## src/rtl/pe_dot_seq.sv

```systemverilog
// Purpose: sequence a long int16 dot product as 32-lane chunks; sum each chunk's tree output into a running accumulator.
// Latency: in_ready rises 1 cycle after start; an N-chunk job with no stalls raises out_valid at cycle N+1.
// Backpressure: in_valid gaps stall the job with no state change; the result is held stable until out_ready.
// Build option: define PE_DOT_SAT_EN for a saturating accumulate and the sat_flag output.
module pe_dot_seq #(
    parameter int ACC_W = 32,
    parameter int CNT_W = 16
) (
    input  logic             clk,
    input  logic             rst_n,
    input  logic             start,
    input  logic [CNT_W-1:0] chunk_num,
    output logic             busy,
    input  logic             in_valid,
    output logic             in_ready,
    input  logic [31:0]      tree_sum,
    output logic [CNT_W-1:0] chunk_cnt,
    output logic             out_valid,
    input  logic             out_ready,
`ifdef PE_DOT_SAT_EN
    output logic             sat_flag,
`endif
    output logic [ACC_W-1:0] result
);

    localparam logic [1:0] ST_IDLE = 2'd0;
    localparam logic [1:0] ST_RUN  = 2'd1;
    localparam logic [1:0] ST_DONE = 2'd2;

    logic [1:0]         state;
    logic [ACC_W-1:0]   acc;
    logic [ACC_W-1:0]   acc_add;
    logic [CNT_W-1:0]   num_lat;
    logic signed [ACC_W:0] sum_ext;
    logic               fire;
    logic               last_fire;
`ifdef PE_DOT_SAT_EN
    localparam logic [ACC_W-1:0] ACC_MAX = {1'b0, {(ACC_W-1){1'b1}}};
    localparam logic [ACC_W-1:0] ACC_MIN = {1'b1, {(ACC_W-1){1'b0}}};
    logic               clamp;
`endif

    assign fire      = in_valid & in_ready;
    assign last_fire = fire && (chunk_cnt == (num_lat - CNT_W'(1)));
    assign result    = acc;

    // One extra bit of headroom so a signed overflow is visible in the top two bits.
    assign sum_ext = $signed({acc[ACC_W-1], acc}) + (ACC_W+1)'(signed'(tree_sum));

    // Next accumulator value: wrap by truncation, or clamp to the signed range when saturation is built in.
    always_comb begin
        acc_add = sum_ext[ACC_W-1:0];
`ifdef PE_DOT_SAT_EN
        clamp = 1'b0;
        if (sum_ext[ACC_W] != sum_ext[ACC_W-1]) begin
            clamp   = 1'b1;
            acc_add = sum_ext[ACC_W] ? ACC_MIN : ACC_MAX;
        end
`endif
    end

    // Job FSM with registered handshake outputs and accumulator.
    always_ff @(posedge clk) begin
        if (!rst_n) begin
            state     <= ST_IDLE;
            acc       <= '0;
            chunk_cnt <= '0;
            num_lat   <= '0;
            busy      <= 1'b0;
            in_ready  <= 1'b0;
            out_valid <= 1'b0;
`ifdef PE_DOT_SAT_EN
            sat_flag  <= 1'b0;
`endif
        end else begin
            case (state)
                ST_IDLE: begin
                    if (start) begin
                        acc       <= '0;
                        chunk_cnt <= '0;
                        busy      <= 1'b1;
`ifdef PE_DOT_SAT_EN
                        sat_flag  <= 1'b0;
`endif
                        if (chunk_num != '0) begin
                            num_lat  <= chunk_num;
                            state    <= ST_RUN;
                            in_ready <= 1'b1;
                        end else begin
                            // Empty job: nothing to accumulate, present a zero result immediately.
                            state     <= ST_DONE;
                            out_valid <= 1'b1;
                        end
                    end
                end
                ST_RUN: begin
                    if (fire) begin
                        acc       <= acc_add;
                        chunk_cnt <= chunk_cnt + CNT_W'(1);
`ifdef PE_DOT_SAT_EN
                        if (clamp) begin
                            sat_flag <= 1'b1;
                        end
`endif
                        if (last_fire) begin
                            state     <= ST_DONE;
                            in_ready  <= 1'b0;
                            out_valid <= 1'b1;
                        end
                    end
                end
                ST_DONE: begin
                    if (out_ready) begin
                        state     <= ST_IDLE;
                        out_valid <= 1'b0;
                        busy      <= 1'b0;
                    end
                end
                default: begin
                    state     <= ST_IDLE;
                    in_ready  <= 1'b0;
                    out_valid <= 1'b0;
                    busy      <= 1'b0;
                end
            endcase
        end
    end

endmodule
```

## config.mk

```make
export PLATFORM = sky130hd
export DESIGN_NAME = pe_dot_seq
export DESIGN_NICKNAME = d
export VERILOG_FILES = /design/src/rtl/pe_dot_seq.sv
export SDC_FILE = /design/constraint.sdc
export NUM_CORES = 1
export LEC_CHECK = 0
export BUFFER_PORTS_ARGS = -buffer_cell sky130_fd_sc_hd__buf_2
export CAP_MARGIN = 0
export CORE_ASPECT_RATIO = 0.5
export CORE_UTILIZATION = 55
export DETAILED_ROUTE_END_ITERATION = 16
export PLACE_DENSITY = 0.81
export RECOVER_POWER = 100
export SYNTH_ARGS = -nofsm -noshare
export SYNTH_HDL_FRONTEND = slang
export SYNTH_SLANG_ARGS = --single-unit
```

## constraint.sdc

```tcl
create_clock -name clk -period 2.7 [get_ports clk]
set_clock_uncertainty 0.1 [all_clocks]
set_input_delay 0.27 -clock clk [delete_from_list [all_inputs] [get_ports clk]]
set_output_delay 0.27 -clock clk [all_outputs]
set_load 0.1 [all_outputs]
```

==> reports/metrics.cfg <==
[run_status]
status = finished clean

[worst_setup_path]
worstPathCellList = ha_1 -> fa_2 -> a21oi_2 -> o211ai_1 -> o221ai_2 -> nand2b_1 -> a21o_1 -> a221oi_2 -> xor2_1 -> o21ai_0
critPathCaptureType = register
cp_slowest_cell = fa_2
crit_required_ns = 2.81
slowest_delay_ns = 0.36
cp-start-kind = register
cp.arrival_ns = 2.71
path_class = reg2reg
worstPathMaxFanout = 3

[worst_hold_path]
worstHoldPathType = in2reg

[route]
first_iter_violations = 249
drtPass1Iterations = 5
wire_per_inst_um = 15.2
drcViolationCount = 0
vias = 4674
ant_nets = 0
wl_mm = 12.5
vias_per_cell = 5.71

[clock_tree]
clock_latency_ns = 0.34
cts_hold_buf = 0
clock_path_buffers = 2
numCtsBuffers = 9
root_buffer = clkbuf_16
path_clk_slew_ns = 0.06
clock-sinks = 69
h-tree-depth = 3
cts_tree = done

[synthesis]
avgSynthCellArea_um2 = 8.34
synth-seq-area-share_pct = 29.6
synth.area.top_cells = dfxtp_1, ha_1, xor2_1, nor2b_1, mux2i_1
ys_types = 61
syn_area_mm2 = 0.00467
yosysTopAreaCell = dfxtp_1
yosysWarnings = 0
synth_commonest_cells = dfxtp_1, nand2_1, nor2b_1
synth_ff_type = dfxtp_1
synth_edf_count = 0
ys_ff_latch = 69
synth_nets = 647
ys_async_sr_fraction_pct = 0
synth_top_area_share_pct = 29.6
synthMostInstantiatedCell = dfxtp_1
netlist_instances = 560

[sta]
min_period_over_period_pct = 96.0
worst_pin_slew_ns = 1.19
fin_crit_ns = 2.59
slew_headroom_pct = 21.0
hold_slack_ns = 0.103
max_clock_freq_ghz = 0.386
maxSlewViolCount = 0
finalHoldViolations = 0
setup_viol = 0

[global_routing]
grt_pass1_wl_mm = 19.7
antenna_found_initial = 0
grt_overflow_total = 0
grt_max_degree = 29
grt.total_usage_pct = 27.8
first_global_vias = 4322

[floorplan]
num_rows = 23
die_h_um = 67.2
die_area_mm2 = 0.00889
ios = 104
core_mm2 = 0.00812
die_w_um = 132
start_util_pct = 57.6

[cells_and_area]
post-route-util_pct = 73.8
stdcell_area_mm2 = 0.00599
nNetsFinal = 789
area_growth_pct = 28.2
antenna_cells = 0
drive_gt1_share_pct = 23.1

[run]
max-cap-violations = 0

[pwr]
ir_worst_vdd_mv = 0.341
total_leakage_power_uw = 0.00259
power.density_mw_per_mm2 = 485

[placed_design]
hpwl_mm = 8.97
postPlaceCellArea_mm2 = 0.00563
numPortBuffers = 103
gp_congestion = 0.937

[final timing paths]
path,from,end,slack (ns),depth (start not counted)
max,result[0],result[12],0.11,10
min,chunk_num[8],num_lat[8],0.10,3
max reg2reg,result[0],result[12],0.11,10
min reg2reg,out_valid,out_valid,0.35,2
[per-layer routing]
metal / up-vias / global-route usage [%] / part of all wire, %
li1: 2319 / - / -
met1: 2203 / 33.5 / 45
met2: 137 / 50.7 / 49
met3: 15 / 5.33 / 4.7
met4: 0 / 9.77 / 1.3
met5: - / 0 / 0
[critical path, delay by kind of cell (launching register included)]
kind	cells	cell delay (ns)
adders and majority gates	2	0.56
AOI/OAI and AO/OA	6	1.17
DFF	1	0.35
and+or+nand+nor	1	0.09
xor gates and xnor gates	1	0.20
[metrics by stage]
step / setup slack [ns] / cells / TNS [ns] / power [uW]
after global placement: -0.0250 / 800 / -0.0341 / 1670
after global routing: -0.0658 / 818 / -0.0658 / 3000
after floorplan: 0.00978 / 560 / 0 / 1510
after CTS: 0.0234 / 815 / 0 / 2900
after detailed placement: -0.0806 / 800 / -0.119 / 1680
final: 0.107 / 818 / 0 / 2900
[report_power, final]
part / switching, uW / leakage [uW] / internal (uW)
logic: 373 / 0.00187 / 234
registers: 30.0 / 0.000577 / 1050
clock network: 460 / 0.000145 / 761
[logic make-up (layout without fill, tap and decap cells)]
family | Yosys count | count (layout) | synth area share, %
buffers and inverters | 28 | 174 | 2.44
xor gates and xnor gates | 54 | 54 | 10.1
and+or+nand+nor | 212 | 212 | 24.0
adders and majority gates | 34 | 34 | 9.27
muxes | 25 | 25 | 5.38
DFF | 69 | 69 | 29.6
AOI/OAI and AO/OA | 138 | 138 | 19.2
[flip-flops by register name, indices dropped and copies added, names as in the netlist]
| register | cells |
|---|---|
| chunk_cnt | 16 |
| in_ready | 1 |
| busy | 1 |
| result | 32 |
| num_lat | 16 |
| state | 2 |
| out_valid | 1 |
[placed cells by master, fill, tap and decap left out, types with 31 or more instances in the layout]
| cell | Yosys | layout |
|---|---|---|
| o21ai_0 | 33 | 32 |
| clkbuf_1 | 16 | 55 |
| ha_1 | 33 | 32 |
| nor2_1 | 32 | 31 |
| buf_2 | 1 | 52 |
| nor2b_1 | 41 | 40 |
| nand2_1 | 54 | 54 |
| buf_4 | 0 | 43 |
| dfxtp_1 | 69 | 40 |
| xor2_1 | 31 | 31 |
[what timing repair did]
item	4_1_cts	5_1_grt
setup buffers	0	3
gates resized for setup	3	18
setup endpoints to repair	5	15
pin swaps	0	8
[area by class of cell]
| class | count | area [um^2] |
|---|---|---|
| Clock buffer | 12 | 256 |
| Clock inverter | 3 | 43.8 |
| Fill cell | 654 | 2130 |
| Inverter | 9 | 33.8 |
| Multi-Input combinational cell | 463 | 3290 |
| Sequential cell | 69 | 1440 |
| Tap cell | 112 | 140 |
| Timing Repair Buffer | 150 | 793 |
Power figures use the tool's default switching activity.
